File: src/rtl/button_event_decoder_pkg.sv
// Shared definitions for the button event decoder.
//   state_t    : 2-bit binary state encoding (code 2'b11 is unused/illegal)
//   RPTCNT_MAX : value at which the repeat counter saturates
package button_event_decoder_pkg;

   typedef enum logic [1:0] {
      ST_IDLE     = 2'b00,
      ST_HELD     = 2'b01,
      ST_LONGHELD = 2'b10
   } state_t;

   localparam logic [3:0] RPTCNT_MAX = 4'd15;

endpackage

File: src/rtl/button_edge_detect.sv
// Rise/fall strobe generator for a debounced, already-synchronous level.
//   clk  : clock, rising edge
//   rstn : synchronous active-low reset
//   btn  : input level
//   rise : combinational strobe, btn=1 while previous sample was 0
//   fall : combinational strobe, btn=0 while previous sample was 1
// The previous-level register resets to 1 so a level held high through
// reset is not mistaken for a fresh rising edge.
module button_edge_detect (
   input  logic clk,
   input  logic rstn,
   input  logic btn,
   output logic rise,
   output logic fall
);

   logic btn_prev;

   always_ff @(posedge clk) begin
      if (!rstn) begin
         btn_prev <= 1'b1;
      end else begin
         btn_prev <= btn;
      end
   end

   assign rise = btn & ~btn_prev;
   assign fall = ~btn & btn_prev;

endmodule

File: src/rtl/button_event_decoder.sv
// Turns a debounced button level into one-cycle events.
//   IPTCLK     : clock, rising edge
//   IPTRSTN    : synchronous active-low reset
//   IPTBTN     : debounced button level, 1 = pressed
//   OUTPRESS   : pulse after a press edge
//   OUTRELEASE : pulse after any release edge
//   OUTSHORT   : pulse after a release that came before the long-press point
//   OUTLONG    : pulse when the hold reaches LONG_CYCLES edges
//   OUTREPEAT  : pulse every REPEAT_CYCLES edges while in long-hold
//   OUTHOLD    : level, high while in long-hold
//   OUTRPTCNT  : repeats issued in the current hold, saturating at 15
// All outputs are registered (one cycle after the detecting edge).
module button_event_decoder
   import button_event_decoder_pkg::*;
#(
   parameter int LONG_CYCLES   = 16,
   parameter int REPEAT_CYCLES = 4,
   parameter int CNT_W         = 8
) (
   input  logic       IPTCLK,
   input  logic       IPTRSTN,
   input  logic       IPTBTN,
   output logic       OUTPRESS,
   output logic       OUTRELEASE,
   output logic       OUTSHORT,
   output logic       OUTLONG,
   output logic       OUTREPEAT,
   output logic       OUTHOLD,
   output logic [3:0] OUTRPTCNT
);

   localparam logic [CNT_W-1:0] LONG_TC = CNT_W'(LONG_CYCLES - 1);
   localparam logic [CNT_W-1:0] RPT_TC  = CNT_W'(REPEAT_CYCLES - 1);

   function automatic logic [3:0] sat_inc(input logic [3:0] v);
      return (v == RPTCNT_MAX) ? v : v + 4'd1;
   endfunction

   state_t           state, state_n;
   logic [CNT_W-1:0] cnt, cnt_n;
   logic             rise, fall;
   logic             press_n, release_n, short_n, long_n, repeat_n, hold_n;
   logic [3:0]       rptcnt_n;

   button_edge_detect u_edge (
      .clk  (IPTCLK),
      .rstn (IPTRSTN),
      .btn  (IPTBTN),
      .rise (rise),
      .fall (fall)
   );

   // State, counter and output registers
   always_ff @(posedge IPTCLK) begin
      if (!IPTRSTN) begin
         state      <= ST_IDLE;
         cnt        <= '0;
         OUTPRESS   <= 1'b0;
         OUTRELEASE <= 1'b0;
         OUTSHORT   <= 1'b0;
         OUTLONG    <= 1'b0;
         OUTREPEAT  <= 1'b0;
         OUTHOLD    <= 1'b0;
         OUTRPTCNT  <= 4'd0;
      end else begin
         state      <= state_n;
         cnt        <= cnt_n;
         OUTPRESS   <= press_n;
         OUTRELEASE <= release_n;
         OUTSHORT   <= short_n;
         OUTLONG    <= long_n;
         OUTREPEAT  <= repeat_n;
         OUTHOLD    <= hold_n;
         OUTRPTCNT  <= rptcnt_n;
      end
   end

   // Next state and hold counter. Both hold states are only entered or kept
   // with the button high, so the previous level is 1 there and 'fall' is
   // the same as the button reading 0. Release wins over terminal count.
   always_comb begin
      state_n = state;
      cnt_n   = cnt;
      case (state)
         ST_IDLE: begin
            if (rise) begin
               state_n = ST_HELD;
               cnt_n   = '0;
            end
         end
         ST_HELD: begin
            if (fall) begin
               state_n = ST_IDLE;
            end else if (cnt == LONG_TC) begin
               state_n = ST_LONGHELD;
               cnt_n   = '0;
            end else begin
               cnt_n = cnt + CNT_W'(1);
            end
         end
         ST_LONGHELD: begin
            if (fall) begin
               state_n = ST_IDLE;
            end else if (cnt == RPT_TC) begin
               cnt_n = '0;
            end else begin
               cnt_n = cnt + CNT_W'(1);
            end
         end
         default: begin
            state_n = ST_IDLE;
            cnt_n   = '0;
         end
      endcase
   end

   // Event decode, registered by the block above
   always_comb begin
      press_n   = (state == ST_IDLE) && rise;
      release_n = ((state == ST_HELD) || (state == ST_LONGHELD)) && fall;
      short_n   = (state == ST_HELD) && fall;
      long_n    = (state == ST_HELD) && !fall && (cnt == LONG_TC);
      repeat_n  = (state == ST_LONGHELD) && !fall && (cnt == RPT_TC);
      hold_n    = (state_n == ST_LONGHELD);
      rptcnt_n  = OUTRPTCNT;
      if (press_n) begin
         rptcnt_n = 4'd0;
      end else if (repeat_n) begin
         rptcnt_n = sat_inc(OUTRPTCNT);
      end
   end

endmodule

File: config.mk
export PLATFORM = sky130hd
export DESIGN_NAME = button_event_decoder
export DESIGN_NICKNAME = d
export VERILOG_FILES = /design/src/rtl/button_event_decoder_pkg.sv /design/src/rtl/button_edge_detect.sv /design/src/rtl/button_event_decoder.sv
export SDC_FILE = /design/constraint.sdc
export NUM_CORES = 1
export LEC_CHECK = 0
export ABC_AREA = 1
export ABC_CLOCK_PERIOD_IN_PS = 2200
export CAP_MARGIN = 10
export CORE_MARGIN = 1
export CORE_UTILIZATION = 50
export DETAILED_ROUTE_END_ITERATION = 10
export PLACE_DENSITY = 0.71
export SKIP_LAST_GASP = 1
export SYNTH_ARGS = -nofsm -noshare
export SYNTH_HDL_FRONTEND = slang
export SYNTH_SLANG_ARGS = --single-unit
File: constraint.sdc
create_clock -name IPTCLK -period 2.2 [get_ports IPTCLK]
set_input_delay 0.22 -clock IPTCLK [delete_from_list [all_inputs] [get_ports IPTCLK]]
set_output_delay 0.22 -clock IPTCLK [all_outputs]
set_load 0.05 [all_outputs]
=== After elaboration in Yosys (flattened, before gate mapping) ===
Index checks and enable logic that the tools add are counted.

* Eq/ne operators: 9
* Multiplexer cells: 11
* Reductions and logical operators: 13
* Add/subtract/negate cells: 2
* Bitwise operators: 6

{| class="wikitable"
|+ Operators with widths
! kind !! count
|-
| 8-bit two-way mux || 5
|-
| 8-bit one-hot mux with 3 select lines || 1
|-
| 8-bit by 1-bit adder with 8-bit output (second input constant) || 1
|-
| 8-bit by 2-bit == test with 1-bit output (second input constant) || 1
|-
| 8-bit by 4-bit == test with 1-bit output (second input constant) || 1
|-
| 2-bit two-way mux || 4
|-
| 1-bit logical AND || 7
|-
| 2-bit inequality test (second input constant) || 3
|-
| 2-bit one-hot mux with 3 select lines || 1
|-
| 4-bit by 1-bit adder with 4-bit output (second input constant) || 1
|-
| 2-bit == test (second input constant) || 2
|-
| 4-bit == test (second input constant) || 1
|-
| 1-bit NOT || 4
|-
| 3-bit AND reduction || 1
|-
| 1-bit AND || 2
|-
| 2-bit by 1-bit == test with 1-bit output (second input constant) || 1
|-
| 2-bit logical NOT || 1
|-
| 2-bit AND reduction || 1
|-
| 2-bit OR reduction || 1
|-
| 1-bit logical NOT || 1
|-
| 1-bit logical OR || 1
|}

* Bits of input ports: 3
* Register bits after elaboration: 21

=== Depth between registers and ports, before layout ===
Gate-level depths: netlist of run 1.

* Word-level depth: 6
* Mapped depth: 9

=== Modules after synthesis ===
From an unflattened synthesis of run 1, not the netlist that was laid out.

* Cell total of the unflattened synthesis: 147
* Area total of the unflattened synthesis: 1,047.3 um^2

{| class="wikitable"
|+ Modules (own cells, without submodules)
! module !! area an instance (um^2) !! times used !! sequential area each (um^2) !! cells each
|-
| button_event_decoder || 1,008.5 || 1 || 400.4 || 141
|-
| button_edge_detect || 38.8 || 1 || 20.0 || 6
|}

=== Worst setup path before layout of run 1 ===
Ideal clock, no wire load.

* Path kind: register to register
* Start: reg OUTRPTCNT[0]
* End: reg OUTRPTCNT[3]
* Data arrival time: 1.434 ns
* Cell stages (with the launch flop): 6
* Buffers on the path: 0
* Path slack: 0.696 ns
* Cell sequence: dfxtp_1 > ha_1 > nand3_1 > nand3_2 > nand2_1 > a21oi_1

* Cells in the longest elaborated chain, start to end: 3
* Elaborated cells on any way between the ends: 4
* Classes of those cells: 1 x add/sub; 1 x eq/ne; 1 x bitwise; 1 x reduce/logical

{| class="wikitable"
|+ RTL lines
! element !! RTL line !! source
|-
| from (decl) || button_event_decoder.sv:29 || <nowiki>output logic [3:0] OUTRPTCNT</nowiki>
|-
| from (signal assigned) || button_event_decoder.sv:74 || <nowiki>OUTRPTCNT <= rptcnt_n;</nowiki>
|-
| parallel branches: the longest is 3 deep, another holds 4-bit by 1-bit adder with 4-bit output || -- ||
|}

Parallel ways; which one is timed is not known.
A chain may end at the register's enable or synchronous reset.

=== Final worst setup path of run 1 ===
* Start: reg OUTRPTCNT[2]
* End: out OUTRPTCNT[2]

No word-level cell between the ends.

==> results of run 1 <==
[per-stage QoR]
stage / std cells / util (%)
floorplan: 149 / -
global route: 192 / 64.1
detailed placement: 188 / 62.7
finish: 192 / 64.1
CTS: 192 / 64.1
global placement: 188 / 62.7
[layout by cell type (no fill, tap or decap), drive strengths merged]
master         instances
nand2                 31
dfxtp                 21
nand3                 21
inv                   18
nor2                  17
a21oi                 13
clkdlybuf4s50         12
o21ai                  8
ha                     6
nand4                  5
nor3                   3
clkbuf                 3
clkinv                 2
nor4                   1
and2                   1
xnor2                  1
xor2                   1
buf                    1
[synth_stat cells]
master | instances | area [µm²]
sky130_fd_sc_hd__a21oi_1 | 12 | 60.1
sky130_fd_sc_hd__a21oi_2 | 1 | 8.76
sky130_fd_sc_hd__and2_1 | 1 | 6.26
sky130_fd_sc_hd__buf_2 | 1 | 5.00
sky130_fd_sc_hd__clkinv_1 | 1 | 3.75
sky130_fd_sc_hd__dfxtp_1 | 21 | 420
sky130_fd_sc_hd__ha_1 | 6 | 75.1
sky130_fd_sc_hd__inv_1 | 13 | 48.8
sky130_fd_sc_hd__inv_2 | 4 | 15.0
sky130_fd_sc_hd__inv_4 | 1 | 6.26
sky130_fd_sc_hd__nand2_1 | 26 | 97.6
sky130_fd_sc_hd__nand2_2 | 3 | 18.8
sky130_fd_sc_hd__nand2_4 | 2 | 22.5
sky130_fd_sc_hd__nand3_1 | 18 | 90.1
sky130_fd_sc_hd__nand3_2 | 3 | 30.0
sky130_fd_sc_hd__nand4_1 | 5 | 31.3
sky130_fd_sc_hd__nor2_1 | 13 | 48.8
sky130_fd_sc_hd__nor2_2 | 3 | 18.8
sky130_fd_sc_hd__nor2_4 | 1 | 11.3
sky130_fd_sc_hd__nor3_1 | 3 | 15.0
sky130_fd_sc_hd__nor4_1 | 1 | 6.26
sky130_fd_sc_hd__o21ai_0 | 2 | 10.0
sky130_fd_sc_hd__o21ai_1 | 4 | 20.0
sky130_fd_sc_hd__o21ai_2 | 1 | 8.76
sky130_fd_sc_hd__o21ai_4 | 1 | 16.3
sky130_fd_sc_hd__xnor2_1 | 1 | 8.76
sky130_fd_sc_hd__xor2_1 | 1 | 8.76
[power by group through the flow]
stage	sequential [W]	clock [W]	combinational [W]
2_1_floorplan	0.000398	0	0.0000398
5_1_grt	0.000387	0.000208	0.0000657
4_1_cts	0.000386	0.000188	0.0000597
6_report	0.000386	0.000184	0.0000606
3_5_place_dp	0.000395	0	0.0000593
3_3_place_gp	0.000395	0	0.0000592
[metal layers]
| metal | share of wire [%] | up-vias | GRT usage [%] |
|---|---|---|---|
| met5 | 0 | - | 0 |
| met4 | 0 | 0 | 2.45 |
| met3 | 4.7 | 0 | 6.23 |
| met2 | 49 | 32 | 35.8 |
| met1 | 46 | 482 | 26.2 |
| li1 | - | 524 | - |
[logic make-up after synthesis]
family / after synthesis
AOI/OAI and AO/OA: 21
and+or+nand+nor: 79
adders and majority gates: 6
DFF: 21
buffers and inverters: 20
xor gates and xnor gates: 2
[final cells by class]
class,count,share of cell area (%)
multi-input combinational,108,47.3
sequential,21,32.4
timing repair buffer,13,9.85
inverter,19,5.69
tap,27,2.61
clock buffer,3,1.74
clock inverter,1,0.386
[path summary, 6_finish.rpt]
check,start,to,slack [ns],cells past startpoint
max,OUTRPTCNT[2],OUTRPTCNT[2],0.41,1
min,OUTRPTCNT[1],OUTRPTCNT[1],0.51,2
max reg2reg,state[1],cnt[7],0.65,7
min reg2reg,OUTRPTCNT[1],OUTRPTCNT[1],0.51,2
==> reports/metrics.csv, run 1 <==
metric;value;unit
path_buf_inv;1;
fin_skew;0.00716;ns
drt_pass1_iterations;4;
fin_ws;0.409;ns
layout_top_registers;cnt x8, OUTRPTCNT x4, state x2;
max_vdd_drop;0.000333;V
synth_area_per_cell;7.47;µm²
cts.path.max_buffers;2;
slowest_delay;0.83;ns
pins_over_their_slew_limit;0;
timing_worst_slew_pin_value;0.498;ns
minimum_period_implied_by_the_final_worst_setup_slack;1.79;ns
cts_setup_buffers;0;
setup_tns_final;0;ns
synth-seq-cells;21;
crit_type;reg2out;
dp.final_hpwl;1.76;mm
maxCapViolCount;0;
synth_nets;158;
endpoint_kind;primary output;
synth_warnings;0;
synth-simple-area-share;35.7;%
clock_input_transition_at_the_sequential_cells_of_the_worst_setup_and_hold_paths;0.12;ns
crit_family;buffers and inverters;
place.port_buffers;12;
final_worst_path_cycle_share;81.4;%
drt_drc;0;
max_freq;558;MHz
place_congestion;0.907;
fp.dieW;49.2;µm
power_density;487;nW/µm²
cp_slowest_cell;sky130_fd_sc_hd__clkdlybuf4s50_1;
std_cell_rows;16;
p_comb_share;9.6;%
synth_top_family_by_area;simple AND/OR/NAND/NOR gates;
layout-area-overhead-vs-synth;16.5;%
via_count_of_the_first_global_routing_pass;904;
arrival;1.57;ns
p_sw_share;25.4;%
worst-path-max-fanout;5;
die_h;49.2;µm
registers.top_by_ff_count;cnt;
hold_viol;0;
cts.hold.buffers_added;0;
p_clk_share;29.2;%
post_drt_via_cell_ratio;5.41;
drive_gt1_share;15.2;%
netlist_instances;149;
power_switching;0.000160;W
intPower;0.000470;W
timing.max_slew.rel_slack;66.7;%
design.final.nets;175;
ant_nets;0;
setup_viol;0;
cell_leakage_power;0.493;nW
final-seq-area;420;µm²
area_used_by_multi_input_combinational_logic;613;µm²
clk-insertion-delay-late;0.30;ns
synthMuxAreaShare;0;%
cts.repair.resized;0;
antenna_diode_count;0;
detail_route.iter0.violations;46;
sequentialPowerShare;61.2;%
dpl-instance-area;1270;µm²
initial_core_util;55.0;%
drt_wirelength;2.35;mm
cts_buffers;3;
number_of_antenna_violations_at_the_first_check_in_global_routing;0;
adder_cell_share_of_the_synthesized_area;6.75;%
grt_usage;20.8;%
largest_reg_flops;8;
synth_cell_types;27;
vias;1038;
dpl_worst_slack;0.585;ns
rsz_0062_raised_after_global_routing;false;
design.portCount;13;
cts_num_sinks;21;
finalInstanceArea;1300;µm²
outcome;finished, final reports clean;
die-area;2420;µm²
fillerInstances;189;
cts_root_cell;sky130_fd_sc_hd__clkbuf_4;
post_synth_xor_xnor_area;1.57;%
crit_chain;clkdlybuf4s50_1;
hold_path_class;reg2reg;
synth.yosys.seq_area_share;37.8;%
core_region_area;2020;µm²
clock_tree_from_tritoncts;yes;
largest_net_degree_at_the_start_of_global_routing;13;
post_synth_instance_area;1110;µm²
synth_compound_area_share;11.1;%
wire_per_inst;12.2;µm
timing.critical_path.required;1.98;ns
worst_setup_path_start_kind;flop;
wire_length_of_the_first_global_routing_pass;3.96;mm
grt_overflow;0;
p_total;0.000631;W
fin_worst_hold_slack;0.513;ns
clock_tree.htree_level_count;1;
Power figures use the tool's default switching activity.
==> run 2, diff against run 1 <==
--- a/config.mk
+++ b/config.mk
@@ -6,7 +6,7 @@
 export NUM_CORES = 1
 export LEC_CHECK = 0
 export ABC_AREA = 1
-export ABC_CLOCK_PERIOD_IN_PS = 2200
+export ABC_CLOCK_PERIOD_IN_PS = 1800
 export CAP_MARGIN = 10
 export CORE_MARGIN = 1
 export CORE_UTILIZATION = 50
==> constraint.sdc (replaced) <==
create_clock -name IPTCLK -period 1.8 [get_ports IPTCLK]
set_input_delay 0.18 -clock IPTCLK [delete_from_list [all_inputs] [get_ports IPTCLK]]
set_output_delay 0.18 -clock IPTCLK [all_outputs]
set_load 0.05 [all_outputs]
==> run 2 against run 1 <==
  * Power up 21%
  * Core utilization fell by 0.062 points
  * Final area hardly changed
  * Global-route usage shrank 0.87 points
  * Clock skew decreased by 0.0056 ns
  * Critical path type unchanged
  * Highest routed layer is now met4
==> reports/metrics.csv, run 2 (synthesis gave the netlist of run 1 again) <==
metric;value;unit
layout_top_registers;cnt x8, OUTRPTCNT x4, state x2;
hold_viol;0;
cts.path.max_buffers;2;
dp.final_hpwl;1.67;mm
cell_leakage_power;0.490;nW
initial_core_util;55.0;%
power_switching;0.000187;W
timing.critical_path.required;1.62;ns
max_vdd_drop;0.000321;V
antenna_diode_count;0;
drt_wirelength;2.12;mm
drt_drc;0;
cts.repair.resized;0;
most-common-layout-cells;sky130_fd_sc_hd__nand2_1 (26), sky130_fd_sc_hd__dfxtp_1 (21), sky130_fd_sc_hd__nand3_1 (18), sky130_fd_sc_hd__inv_1 (13), sky130_fd_sc_hd__nor2_1 (13);
max_freq;580;MHz
p_comb_share;9.5;%
layout-area-overhead-vs-synth;16.4;%
fin_skew;0.00159;ns
p_clk_share;28.9;%
power_density;591;nW/µm²
cts_num_sinks;21;
clock_tree_from_tritoncts;yes;
min_path_cells;2;
detail_route.iter0.violations;15;
place_congestion;0.889;
endpoint_kind;primary output;
path_buf_inv;1;
largest_reg_flops;8;
rr_startpoint;state[1];
outcome;finished, final reports clean;
die-area;2420;µm²
design.final.nets;175;
setup.reg_to_reg.worst_slack;0.28;ns
largest_net_degree_at_the_start_of_global_routing;12;
worst_setup_path_start_kind;flop;
dpl_worst_slack;0.249;ns
std_cell_rows;16;
cts_root_cell;sky130_fd_sc_hd__clkbuf_4;
crit_family;buffers and inverters;
minimum_period_implied_by_the_final_worst_setup_slack;1.72;ns
hold_path_class;reg2reg;
timing.rr.end;cnt[7];
clk-insertion-delay-late;0.29;ns
clock_tree.htree_level_count;1;
wire_length_of_the_first_global_routing_pass;3.82;mm
cts_buffers;3;
final_worst_path_cycle_share;95.8;%
crit_type;reg2out;
setup_tns_final;0;ns
wire_per_inst;11.0;µm
fin_worst_hold_slack;0.512;ns
grt_overflow;0;
hp-start;OUTRPTCNT[1];
arrival;1.54;ns
place.port_buffers;12;
worst-path-max-fanout;5;
cts_setup_buffers;0;
slowest_delay;0.83;ns
setup_viol;0;
clock_input_transition_at_the_sequential_cells_of_the_worst_setup_and_hold_paths;0.11;ns
cp_slowest_cell;sky130_fd_sc_hd__clkdlybuf4s50_1;
registers.top_by_ff_count;cnt;
drive_gt1_share;14.5;%
p_sw_share;24.5;%
maxCapViolCount;0;
rsz_0062_raised_after_global_routing;false;
p_total;0.000765;W
ant_nets;0;
number_of_antenna_violations_at_the_first_check_in_global_routing;0;
core_region_area;2020;µm²
via_count_of_the_first_global_routing_pass;961;
intPower;0.000578;W
layout.cells.most_common;sky130_fd_sc_hd__nand2_1;
fp.dieW;49.2;µm
grt_usage;20.0;%
vias;1002;
cts.hold.buffers_added;0;
timing_worst_slew_pin_value;0.502;ns
drt_pass1_iterations;4;
worst_r2r_path_depth;7;
design.portCount;13;
fin_ws;0.0753;ns
finalCoreUtilization;64.0;%
crit_chain;clkdlybuf4s50_1;
sequentialPowerShare;61.7;%
timing.max_slew.rel_slack;66.5;%
pins_over_their_slew_limit;0;
die_h;49.2;µm
worst_hold_path.endpoint;OUTRPTCNT[1];
post_drt_via_cell_ratio;5.22;
run 2: metal layers:
metal	part of all wire, %	global-route usage, %	up-vias
li1	-	-	523
met1	48	24.2	462
met2	48	34.9	15
met3	3.0	3.12	2
met4	0.57	7.84	0
met5	0	0	-
run 2: worst max path at each step:
stage	start	endpoint	cells past startpoint
6_report	OUTRPTCNT[2]	OUTRPTCNT[2]	1
5_1_grt	OUTRPTCNT[2]	OUTRPTCNT[2]	1
4_1_cts	OUTRPTCNT[2]	OUTRPTCNT[2]	1
3_3_place_gp	IPTBTN	OUTHOLD	9
3_5_place_dp	IPTBTN	OUTHOLD	9
2_1_floorplan	OUTRPTCNT[0]	OUTRPTCNT[3]	5
run 2: final cells by class:
| cell class | instances | area [µm²] |
|---|---|---|
| fillers | 183 | 727 |
| multi-input cells | 108 | 613 |
| flip-flops and latches | 21 | 420 |
| repair buffers | 13 | 128 |
| inverters | 19 | 73.8 |
| well taps | 27 | 33.8 |
| clock buffers | 4 | 26.3 |
run 2: power by group through the flow:
stage               Clock (W)  Combinational [W]  Sequential [W]
finish               0.000221          0.0000726        0.000472
global route         0.000242          0.0000799        0.000473
CTS                  0.000229          0.0000721        0.000472
detailed placement          0          0.0000719        0.000482
global placement            0          0.0000721        0.000482
floorplan                   0          0.0000487        0.000487
run 2: stage by stage:
stage	std cells	instance area [µm²]
CTS	192	1290
finish	192	1290
detailed placement	188	1270
global placement	188	1270
floorplan	149	1110
global route	192	1290
